`src/rtl/vend_pkg.sv`:
```
// Shared definitions for the vending payout block: coin encodings, values, states, widths.
package vend_pkg;

    localparam int unsigned DollarW  = 1;
    localparam int unsigned QuarterW = 2;
    localparam int unsigned DimeW    = 4;
    localparam int unsigned NickelW  = 5;
    localparam int unsigned CodeW    = 3;
    localparam int unsigned PaidW    = 9;

    localparam logic [1:0] CoinNickel  = 2'b00;
    localparam logic [1:0] CoinDime    = 2'b01;
    localparam logic [1:0] CoinQuarter = 2'b10;
    localparam logic [1:0] CoinDollar  = 2'b11;

    localparam logic [PaidW-1:0] ValNickel  = 9'd5;
    localparam logic [PaidW-1:0] ValDime    = 9'd10;
    localparam logic [PaidW-1:0] ValQuarter = 9'd25;
    localparam logic [PaidW-1:0] ValDollar  = 9'd100;

    typedef enum logic [2:0] {
        StIdle,
        StItem,
        StDollar,
        StQuarter,
        StDime,
        StNickel,
        StFin
    } state_e;

    // nz = {dollar, quarter, dime, nickel} nonzero flags; picks the largest pending coin.
    function automatic state_e first_coin_state(input logic [3:0] nz);
        state_e st;
        if (nz[3])      st = StDollar;
        else if (nz[2]) st = StQuarter;
        else if (nz[1]) st = StDime;
        else if (nz[0]) st = StNickel;
        else            st = StFin;
        return st;
    endfunction

    function automatic logic [PaidW-1:0] coin_value(input logic [1:0] ct);
        logic [PaidW-1:0] v;
        case (ct)
            CoinDollar:  v = ValDollar;
            CoinQuarter: v = ValQuarter;
            CoinDime:    v = ValDime;
            default:     v = ValNickel;
        endcase
        return v;
    endfunction

endpackage

```
`src/rtl/vend_coin_cnt.sv`:
```
// Loadable down counter for one coin denomination, with zero and last-coin flags.
module vend_coin_cnt #(
    parameter int unsigned Width = 4
) (
    input  logic             clk,
    input  logic             rst_n,
    input  logic             load,
    input  logic [Width-1:0] load_val,
    input  logic             dec,
    output logic             zero,
    output logic             last
);

    logic [Width-1:0] count_q, count_d;

    // Next count: load wins over decrement; never wraps below zero.
    always_comb begin
        count_d = count_q;
        if (load) begin
            count_d = load_val;
        end else if (dec && (count_q != '0)) begin
            count_d = count_q - Width'(1);
        end
    end

    // Count register with synchronous active-low reset.
    always_ff @(posedge clk) begin
        if (!rst_n) begin
            count_q <= '0;
        end else begin
            count_q <= count_d;
        end
    end

    assign zero = (count_q == '0);
    // Last coin: an acked decrement now empties the counter.
    assign last = (count_q == Width'(1));

endmodule

```
`src/rtl/vend_payout.sv`:
```
// Vending payout sequencer: releases the item, then ejects change largest coin first.
module vend_payout
    import vend_pkg::*;
(
    input  logic                clk,
    input  logic                rst_n,
    input  logic                load,
    input  logic                item_req,
    input  logic [CodeW-1:0]    item_dispensed,
    input  logic [DollarW-1:0]  change_dollar,
    input  logic [QuarterW-1:0] change_quarters,
    input  logic [DimeW-1:0]    change_dimes,
    input  logic [NickelW-1:0]  change_nickels,
    output logic                busy,
    output logic                item_valid,
    output logic [CodeW-1:0]    item_code,
    input  logic                item_ack,
    output logic                coin_valid,
    output logic [1:0]          coin_type,
    input  logic                coin_ack,
    output logic [PaidW-1:0]    paid_cents,
    output logic                done
);

    state_e            state_q, state_d;
    logic [CodeW-1:0]  code_q, code_d;
    logic [PaidW-1:0]  paid_q, paid_d;
    logic              accept;
    logic [3:0]        zero, last, dec;
    logic [3:0]        nz;
    logic [3:0]        load_nz;

    assign accept  = (state_q == StIdle) && load;
    assign nz      = ~zero;
    assign load_nz = {|change_dollar, |change_quarters, |change_dimes, |change_nickels};

    assign dec[3] = coin_ack && (state_q == StDollar);
    assign dec[2] = coin_ack && (state_q == StQuarter);
    assign dec[1] = coin_ack && (state_q == StDime);
    assign dec[0] = coin_ack && (state_q == StNickel);

    vend_coin_cnt #(.Width(DollarW)) u_cnt_dollar (
        .clk      (clk),
        .rst_n    (rst_n),
        .load     (accept),
        .load_val (change_dollar),
        .dec      (dec[3]),
        .zero     (zero[3]),
        .last     (last[3])
    );

    vend_coin_cnt #(.Width(QuarterW)) u_cnt_quarter (
        .clk      (clk),
        .rst_n    (rst_n),
        .load     (accept),
        .load_val (change_quarters),
        .dec      (dec[2]),
        .zero     (zero[2]),
        .last     (last[2])
    );

    vend_coin_cnt #(.Width(DimeW)) u_cnt_dime (
        .clk      (clk),
        .rst_n    (rst_n),
        .load     (accept),
        .load_val (change_dimes),
        .dec      (dec[1]),
        .zero     (zero[1]),
        .last     (last[1])
    );

    vend_coin_cnt #(.Width(NickelW)) u_cnt_nickel (
        .clk      (clk),
        .rst_n    (rst_n),
        .load     (accept),
        .load_val (change_nickels),
        .dec      (dec[0]),
        .zero     (zero[0]),
        .last     (last[0])
    );

    // Next-state: on the last coin of a denomination jump straight to the next nonzero one.
    always_comb begin
        state_d = state_q;
        unique case (state_q)
            StIdle: begin
                if (load) begin
                    state_d = item_req ? StItem : first_coin_state(load_nz);
                end
            end
            StItem: begin
                if (item_ack) state_d = first_coin_state(nz);
            end
            StDollar: begin
                if (coin_ack && last[3]) state_d = first_coin_state({1'b0, nz[2:0]});
            end
            StQuarter: begin
                if (coin_ack && last[2]) state_d = first_coin_state({2'b00, nz[1:0]});
            end
            StDime: begin
                if (coin_ack && last[1]) state_d = first_coin_state({3'b000, nz[0]});
            end
            StNickel: begin
                if (coin_ack && last[0]) state_d = StFin;
            end
            StFin: begin
                state_d = StIdle;
            end
            default: begin
                state_d = StIdle;
            end
        endcase
    end

    // Item code capture and change accumulator.
    always_comb begin
        code_d = code_q;
        paid_d = paid_q;
        if (accept) begin
            code_d = item_dispensed;
            paid_d = '0;
        end else if (coin_valid && coin_ack) begin
            paid_d = paid_q + coin_value(coin_type);
        end
    end

    // State, code and accumulator registers with synchronous active-low reset.
    always_ff @(posedge clk) begin
        if (!rst_n) begin
            state_q <= StIdle;
            code_q  <= '0;
            paid_q  <= '0;
        end else begin
            state_q <= state_d;
            code_q  <= code_d;
            paid_q  <= paid_d;
        end
    end

    // Moore outputs decoded from the current state.
    always_comb begin
        busy       = (state_q != StIdle);
        item_valid = 1'b0;
        item_code  = '0;
        coin_valid = 1'b0;
        coin_type  = CoinNickel;
        done       = 1'b0;
        unique case (state_q)
            StItem: begin
                item_valid = 1'b1;
                item_code  = code_q;
            end
            StDollar: begin
                coin_valid = 1'b1;
                coin_type  = CoinDollar;
            end
            StQuarter: begin
                coin_valid = 1'b1;
                coin_type  = CoinQuarter;
            end
            StDime: begin
                coin_valid = 1'b1;
                coin_type  = CoinDime;
            end
            StNickel: begin
                coin_valid = 1'b1;
                coin_type  = CoinNickel;
            end
            StFin: begin
                done = 1'b1;
            end
            default: begin
            end
        endcase
    end

    assign paid_cents = paid_q;

endmodule

```
`config.mk`:
```
export PLATFORM = sky130hd
export DESIGN_NAME = vend_payout
export DESIGN_NICKNAME = d
export VERILOG_FILES = /design/src/rtl/vend_pkg.sv /design/src/rtl/vend_coin_cnt.sv /design/src/rtl/vend_payout.sv
export SDC_FILE = /design/constraint.sdc
export NUM_CORES = 1
export LEC_CHECK = 0
export ABC_AREA = 0
export CORE_MARGIN = 8
export CORE_UTILIZATION = 35
export CTS_CLUSTER_DIAMETER = 150
export DETAILED_ROUTE_END_ITERATION = 7
export GPL_TIMING_DRIVEN = 0
export PLACE_DENSITY = 0.68
export SLEW_MARGIN = 40
export SYNTH_ARGS = -nofsm -noshare
export SYNTH_HDL_FRONTEND = slang
export SYNTH_SLANG_ARGS = --single-unit
```
`constraint.sdc`:
```
create_clock -name clk -period 3.3 [get_ports clk]
set_input_delay 0.495 -clock clk [delete_from_list [all_inputs] [get_ports clk]]
set_output_delay 0.495 -clock clk [all_outputs]
set_load 0.005 [all_outputs]
```
Word level (Yosys, flattened, before mapping). Index checks and enable logic that the tools add are counted.

Flip-flop bits (word level): 27. Latch bits: 0. Memory bits (writable): 0. Bits in read-only memories: 0. Bits of input ports: 21. Output and inout bits: 18. Logic and storage cells: 97. Memories kept: 0.

$add $sub $neg: 5. Multiply operators: 0. Divide/modulo/power cells: 0. $lt $le $gt $ge: 0. Eq/ne operators: 18. Shift operators: 0. Muxes and demuxes: 32. Bitwise operators: 3. Reduce and logical (&&, ||, !) cells: 32.

Operator list (number): $mux 3 (13); $pmux 7 s3 (1); $mux 9 (2); $pmux 3 s6 (1); $logic_and 1x1->1 (14); $mux 2 (5); $mux 5 (2); $reduce_bool 2->1 (5); $add 9x9->9 (1); $eq 3x3->1 const B (3); $mux 4 (2); $ne 2x1->1 const B (4); $reduce_or 4->1 (2); $eq 3x2->1 const B (2); $pmux 2 s3 (1); $reduce_and 6->1 (1); $eq 5x1->1 const B (1); $logic_not 5->1 (1); $mux 1 (5); $reduce_bool 5->1 (1); $reduce_or 5->1 (1); $sub 5x1->5 const B (1); $eq 2x1->1 const B (2); $eq 2x2->1 const B (2); 14 further kinds (17).

Longest topological paths before layout. Gate-level depths: netlist (run 1).

Word-level depth: 8. Gate-level depth with buffers: 12. Depth with buffers taken out: 10.

By module. Synthesis (run 1) repeated with hierarchy kept, for this count alone.

Cell total of the unflattened synthesis: 257. Area total of the unflattened synthesis: 2060.7 um2.

Modules (own cells, without submodules): vend_payout (times used 1, cells an instance 161, area each 1261.2 um2, seq. area each 300.3 um2); vend_coin_cnt at u_cnt_nickel (times used 1, cells an instance 41, area each 325.3 um2, seq. area each 100.1 um2); vend_coin_cnt at u_cnt_dime (times used 1, cells an instance 35, area each 290.3 um2, seq. area each 80.1 um2); vend_coin_cnt at u_cnt_quarter (times used 1, cells an instance 15, area each 135.1 um2, seq. area each 40.0 um2); vend_coin_cnt at u_cnt_dollar (times used 1, cells an instance 5, area each 48.8 um2, seq. area each 20.0 um2).

Least setup slack after synthesis (run 1). No wires, ideal clock.

Path kind: register to register. Start point: reg state_q[1]. End point: reg paid_q[6] (netlist: paid_cents[6]). Setup time: 62 ps. Data arrival time: 2533 ps. Required time: 3238 ps. Setup slack: 705 ps. Stages on the path, launching flop included: 13. Buffers on the path: 2. Clock period less this slack: 2595 ps. Path through: dfxtp_1 > buf_2 > buf_2 > nor3b_1 > nor2_1 > ha_1 > inv_1 > ha_1 > o21ai_0 > o21ai_0 > a21oi_1 > or4_1 > nand3_1.

Longest elaborated chain between the ends: 7. Elaborated cells on any way between the ends: 18. Those cells by class: add/sub (1); eq/ne (7); mux (5); reduce/logical (5).

RTL lines: start: declaration (line vend_payout.sv:25) `state_e state_q, state_d;`; start signal: assignment (line vend_payout.sv:130) `state_q <= StIdle;`; start signal: assignment (line vend_payout.sv:134) `state_q <= state_d;`; $eq 3x3->1 / $eq 3x2->1 (equally long branches) (line vend_payout.sv:148) `unique case (state_q)`; $pmux 2 s3 (line vend_payout.sv:148); $eq 2x1->1 / $eq 2x2->1 (equally long branches) (line vend_pkg.sv:44) `case (ct)`; $pmux 7 s3 (line vend_pkg.sv:44); $mux 9 (line vend_payout.sv:122) `end else if (coin_valid && coin_ack) begin`; $mux 9 (line vend_payout.sv:119) `if (accept) begin`; $add 9x9->9 (line vend_payout.sv:123) `paid_d = paid_q + coin_value(coin_type);`; end signal: assignment (line vend_payout.sv:136) `paid_q <= paid_d;`; end: declaration (line vend_payout.sv:27) `logic [PaidW-1:0] paid_q, paid_d;`.

Several ways; a longest one is shown, not always the timed one. The select of a mux whose other input is x is not followed. A chain may end at the register's enable or synchronous reset.

Final worst setup path (run 1). Ends and elaborated chain as after synthesis.

==> results of run 1 <==
## per-layer routing
| metal | up-vias | share of wire (%) |
|---|---|---|
| li1 | 996 | - |
| met1 | 872 | 49 |
| met2 | 53 | 43 |
| met3 | 4 | 6.1 |
| met4 | 0 | 1.0 |
| met5 | - | 0 |
## state kept, by name (all words and copies together) (netlist names)
| signal | flops |
|---|---|
| u_cnt_quarter.count_q | 2 |
| u_cnt_dollar.last | 1 |
| u_cnt_dime.count_q | 4 |
| code_q | 3 |
| state_q | 3 |
| u_cnt_nickel.count_q | 5 |
| paid_cents | 9 |
## cell type report
class	instances	area, µm²
multi-input combinational	201	1350
buffer	12	57.6
inverter	14	52.6
fill	559	2990
timing repair buffer	38	380
clock buffer	3	41.3
sequential	27	541
clock inverter	1	5.00
tap	72	90.1
## worst min-delay path: cells and delay by family (launching register included)
family | cells | cell delay [ns]
AOI/OAI and AO/OA | 1 | 0.06
and+or+nand+nor | 1 | 0.04
DFF | 1 | 0.32
## path summary, 6_finish.rpt
check | from | end | slack [ns] | cells past startpoint
worst min register to register | code_q[2] | code_q[2] | 0.47 | 2
worst max-delay path | state_q[1] | paid_cents[6] | 0.22 | 12
worst max register to register | state_q[1] | paid_cents[6] | 0.22 | 12
worst min-delay path | code_q[2] | code_q[2] | 0.47 | 2
## stage by stage
step / util, % / hold WS [ns] / power, W / setup slack, ns / cell area [µm²]
2_1_floorplan: - / 0.439 / 0.00133 / 0.705 / 2000
3_3_place_gp: 44.8 / 0.446 / 0.00169 / 0.265 / 2470
3_5_place_dp: 44.9 / 0.454 / 0.00172 / 0.266 / 2470
4_1_cts: 45.8 / 0.469 / 0.00192 / 0.213 / 2520
5_1_grt: 45.8 / 0.501 / 0.00210 / 0.000223 / 2520
6_report: 45.8 / 0.466 / 0.00192 / 0.224 / 2520
## layout by cell type, fill, tap and decap left out, drive strengths merged, types with 2 or more instances in the layout
| cell type | netlist | layout |
|---|---|---|
| clkdlybuf4s50 | 0 | 38 |
| nand2 | 30 | 30 |
| dfxtp | 27 | 27 |
| nor2 | 25 | 25 |
| ha | 17 | 17 |
| inv | 14 | 14 |
| o21ai | 13 | 13 |
| nand3 | 12 | 12 |
| a21oi | 11 | 11 |
| nor3 | 11 | 11 |
| a21boi | 9 | 9 |
| clkbuf | 6 | 9 |
| a211oi | 8 | 8 |
| buf | 6 | 6 |
| nor2b | 4 | 4 |
| xor2 | 4 | 4 |
| mux2i | 4 | 4 |
| and2 | 4 | 4 |
| o211ai | 3 | 3 |
| o21a | 3 | 3 |
| mux2 | 3 | 3 |
| or4b | 2 | 2 |
| a21o | 2 | 2 |
| nand4b | 2 | 2 |
| a32oi | 2 | 2 |
| nand2b | 2 | 2 |
| o31ai | 2 | 2 |
| o311a | 2 | 2 |
| o221ai | 2 | 2 |
| or4 | 2 | 2 |
| nor3b | 2 | 2 |
| nor4b | 2 | 2 |
| and4 | 2 | 2 |
## Yosys cell counts, drive strengths merged, types with 3 or more instances
| library cell | count | area (µm²) |
|---|---|---|
| o21a | 3 | 22.5 |
| xor2 | 4 | 35.0 |
| o211ai | 3 | 22.5 |
| a211oi | 8 | 60.1 |
| nor2b | 4 | 25.0 |
| inv | 14 | 52.6 |
| and2 | 4 | 25.0 |
| ha | 17 | 213 |
| a21oi | 11 | 55.1 |
| nor3 | 11 | 55.1 |
| a21boi | 9 | 67.6 |
| clkbuf | 6 | 22.5 |
| nand2 | 30 | 113 |
| buf | 6 | 35.0 |
| nand3 | 12 | 60.1 |
| dfxtp | 27 | 541 |
| nor2 | 25 | 93.8 |
| o21ai | 13 | 65.1 |
| mux2i | 4 | 40.0 |
| mux2 | 3 | 37.5 |
## cell families (layout without fill, tap and decap cells)
kind of cell / after synthesis / count (layout) / share of synthesized area [%]
muxes: 7 / 7 / 3.89
DFF: 27 / 27 / 27.1
buffers and inverters: 26 / 68 / 5.52
adders and majority gates: 18 / 18 / 11.7
and+or+nand+nor: 106 / 106 / 27.3
xor gates and xnor gates: 5 / 5 / 2.19
AOI/OAI and AO/OA: 65 / 65 / 22.4
## power breakdown
part	internal, W	total [W]	leakage (nW)	switching (W)
clock	0.0000848	0.000200	0.0255	0.000116
sequential	0.000406	0.000478	0.221	0.0000719
combinational	0.000551	0.00124	0.745	0.000691
total	0.00104	0.00192	0.991	0.000879
==> impl_metrics.env, run 1 <==
export IMPL_clock_sink_count=27
export IMPL_critPathRequiredTime_ns=3.52
export IMPL_crit_path_max_incr_delay_ns=0.40
export IMPL_avgSynthCellArea_um2=7.86
export IMPL_outcome="finished, final reports clean"
export IMPL_crit_path_end_kind="flip-flop"
export IMPL_maxSlewHeadroom_pct=57.5
export IMPL_grt_pass1_wl_mm=8.57
export IMPL_cts_resized=0
export IMPL_cts_buffers=3
export IMPL_vias=1925
export IMPL_post_route_period_util_pct=93.2
export IMPL_die_h_um=91.5
export IMPL_synthArstFlopShare_pct=0
export IMPL_period_needed_ns=3.08
export IMPL_worst_path_max_delay_cell="nor3b_1"
export IMPL_gp_routability_congestion=0.859
export IMPL_initial_utilization_pct=36.2
export IMPL_cts_tree="yes"
export IMPL_die_width_um=91.5
export IMPL_min_path_type="reg -> reg"
export IMPL_postCtsSetupBuffers=0
export IMPL_hold_buffers=0
export IMPL_yosysUniqueCellTypes=56
export IMPL_peakVddDrop_mv=0.303
export IMPL_power_density_nw_per_um2=762
export IMPL_instances_no_fill=368
export IMPL_cp_top_family="simple AND/OR/NAND/NOR gates"
export IMPL_grt_ovfl_total=0
export IMPL_crit_fanout=10
export IMPL_ys_warnings_count=0
export IMPL_tightest_slew_ns=0.634
export IMPL_fp_row_count=27
export IMPL_io_pins=39
export IMPL_h_tree_depth=1
export IMPL_dp_cells=364
export IMPL_synthesis_nets=293
export IMPL_leakage_nw=0.991
export IMPL_area_growth_pct=26.3
export IMPL_gr_usage_met1_pct=15.4
export IMPL_final_setup_tns_ns=0
export IMPL_grt_setup_unrepaired="no"
export IMPL_track_usage_pct=12.0
export IMPL_worstPathArrival_ns=3.30
export IMPL_first_global_vias=1898
export IMPL_fmax_mhz=325
export IMPL_crit_buf_inv=3
export IMPL_clkSlewWorstSetupHoldPaths_ns=0.11
export IMPL_setup_viol=0
export IMPL_slew_viol_final=0
export IMPL_nets=336
export IMPL_numPortBuffers=38
export IMPL_drc=0
export IMPL_path_class="reg -> reg"
export IMPL_ys_ff_latch=27
export IMPL_drt_first_pass_iters=4
export IMPL_start_kind="flip-flop"
export IMPL_grt_max_degree=16
export IMPL_cap_violations=0
export IMPL_fp_coreArea_um2=5510
export IMPL_ys_seq_area_share_pct=27.1
export IMPL_hold_viol=0
export IMPL_wl_per_cell_um=13.9
export IMPL_use_met3_pct=2.55
export IMPL_dieArea_um2=8370
export IMPL_antenna_cells=0
export IMPL_drt_total_wl_mm=5.12
export IMPL_use_met2_pct=19.4
export IMPL_syn_cell_area_um2=2000
export IMPL_insertion_delay_ns=0.28
export IMPL_synth_flop_cell="dfxtp_1"
export IMPL_viasPerCell=5.23
export IMPL_busiest_layer="met2"
export IMPL_ant_nets=0
export IMPL_clockRootBuffer="clkbuf_8"
export IMPL_clockBufferDepth=2
export IMPL_drive_gt1_share_pct=6.08
export IMPL_drt_initial_drc_count=120
export IMPL_place_detailed_hpwl_mm=3.92
export IMPL_syn_inst=254
export IMPL_skew_ns=0.00611
export IMPL_grt_antenna_before_repair=0
export IMPL_worstPathCellList="buf_2 > buf_2 > nor3b_1 > nor2_1 > ha_1 > inv_1 > ha_1 > o21ai_0 > o21ai_0 > a21oi_1 > or4_1 > nand3_1"
export IMPL_synth_edf_count=0
(Power assumes the default switching activity.)
==> run 2: changes to the inputs <==
RECOVER_POWER = 100   (was default)
==> run 2 against run 1 <==
The run now ends with capacitance limit, slew limit left. Sequential power hardly changed. Cell area is 0.79% lower. Fmax is 0.77% higher. Register-to-register slack better by 0.02 ns. Combinational power is 3% lower. Clock skew hardly changed. Non-clock buffer count stayed put. First-iteration DRC count is 19% higher. Global-route usage stayed put. Largest cell class unchanged.
==> impl_metrics.env, run 2 (synthesized netlist as in run 1, its figures left out) <==
export IMPL_reg2reg_slack_ns=0.25
export IMPL_cts_tree="yes"
export IMPL_slew_viol_final=11
export IMPL_busiest_layer="met2"
export IMPL_largest_reg_flops=9
export IMPL_worst_path_max_delay_cell="nor3b_1"
export IMPL_post_route_period_util_pct=92.5
export IMPL_drt_initial_drc_count=143
export IMPL_clock_sink_count=27
export IMPL_crit_fanout=10
export IMPL_final_setup_tns_ns=0
export IMPL_grt_max_degree=16
export IMPL_first_global_vias=1898
export IMPL_power_density_nw_per_um2=752
export IMPL_nets=336
export IMPL_gr_usage_met1_pct=15.4
export IMPL_fp_coreArea_um2=5510
export IMPL_leakage_nw=1.02
export IMPL_ant_nets=0
export IMPL_clockBufferDepth=2
export IMPL_period_needed_ns=3.05
export IMPL_use_met2_pct=19.4
export IMPL_utilization_pct=45.4
export IMPL_postCtsSetupBuffers=0
export IMPL_viasPerCell=5.26
export IMPL_drt_first_pass_iters=4
export IMPL_die_width_um=91.5
export IMPL_tightest_slew_ns=1.76
export IMPL_violations="capacitance limit, slew limit"
export IMPL_crit_path_end_kind="flip-flop"
export IMPL_initial_utilization_pct=36.2
export IMPL_wl_per_cell_um=13.9
export IMPL_area_growth_pct=25.3
export IMPL_maxSlewHeadroom_pct=-19.3
export IMPL_io_pins=39
export IMPL_drive_gt1_share_pct=5.74
export IMPL_place_detailed_hpwl_mm=3.92
export IMPL_clkSlewWorstSetupHoldPaths_ns=0.11
export IMPL_h_tree_depth=1
export IMPL_cts_buffers=3
export IMPL_dieArea_um2=8370
export IMPL_path_class="reg -> reg"
export IMPL_worstPathArrival_ns=3.27
export IMPL_vias=1934
export IMPL_cap_violations=1
export IMPL_insertion_delay_ns=0.28
export IMPL_hold_viol=0
export IMPL_fp_row_count=27
export IMPL_setup_viol=0
export IMPL_grt_antenna_before_repair=0
export IMPL_crit_path_max_incr_delay_ns=0.42
export IMPL_antenna_cells=0
export IMPL_die_h_um=91.5
export IMPL_skew_ns=0.00581
export IMPL_final_common_cell="nand2_1"
export IMPL_use_met3_pct=2.55
export IMPL_drc=0
export IMPL_gp_routability_congestion=0.859
export IMPL_min_path_type="reg -> reg"
export IMPL_grt_ovfl_total=0
export IMPL_fmax_mhz=328
export IMPL_peakVddDrop_mv=0.300
export IMPL_crit_buf_inv=3
export IMPL_cp_top_family="simple AND/OR/NAND/NOR gates"
export IMPL_outcome="finished, violations left"
export IMPL_most_common_layout_cells="nand2_1, dfxtp_1, nor2_1"
export IMPL_numPortBuffers=38
export IMPL_grt_pass1_wl_mm=8.57
export IMPL_track_usage_pct=12.0
export IMPL_start_kind="flip-flop"
export IMPL_hold_buffers=0
export IMPL_cts_resized=0
export IMPL_drt_total_wl_mm=5.11
export IMPL_clockRootBuffer="clkbuf_8"
export IMPL_grt_setup_unrepaired="no"
export IMPL_worstPathCellList="buf_2 > clkbuf_1 > nor3b_1 > nor2_1 > ha_1 > inv_1 > ha_1 > o21ai_0 > o21ai_0 > a21oi_1 > or4_1 > nand3_1"
export IMPL_critPathRequiredTime_ns=3.52
run 2: final timing paths:
kind,end,from,depth (start not counted)
worst max-delay path,paid_cents[6],state_q[2],12
worst min-delay path,code_q[2],code_q[2],2
worst max register to register,paid_cents[6],state_q[2],12
worst min register to register,code_q[2],code_q[2],2
run 2: metrics by stage:
step	setup WS (ns)	instances	hold WS, ns	area (µm²)	total power [W]
after global routing	0.0295	368	0.502	2500	0.00206
final	0.247	368	0.467	2500	0.00188
after detailed placement	0.266	364	0.454	2470	0.00172
after CTS	0.213	368	0.469	2520	0.00192
after floorplan	0.705	254	0.439	2000	0.00133
after global placement	0.265	364	0.446	2470	0.00169
run 2: worst register-to-register path, cell delays in order, from the launching register on:
cell and delay (ns):
dfxtp_1 0.31, buf_2 0.18, clkbuf_1 0.24, nor3b_1 0.42
nor2_1 0.20, ha_1 0.35, inv_1 0.04, ha_1 0.35
o21ai_0 0.15, o21ai_0 0.16, a21oi_1 0.10, or4_1 0.41
nand3_1 0.08
run 2: area by class of cell:
type,instances,area (µm²)
Buffer,12,57.6
Multi-Input combinational cell,201,1330
Fill cell,564,3010
Clock buffer,3,41.3
Inverter,14,52.6
Timing Repair Buffer,38,380
Clock inverter,1,5.00
Tap cell,72,90.1
Sequential cell,27,541
run 2: where the power goes:
group / switching [W] / total (W) / internal (W)
Combinational: 0.000682 / 0.00120 / 0.000523
Sequential: 0.0000690 / 0.000475 / 0.000406
Clock: 0.000116 / 0.000200 / 0.0000848
Total: 0.000866 / 0.00188 / 0.00101
run 2: metal layers:
layer	up-vias	routed length [µm]
met5	-	0
met4	0	53
met3	4	287
met2	54	2250
met1	878	2520
li1	998	-
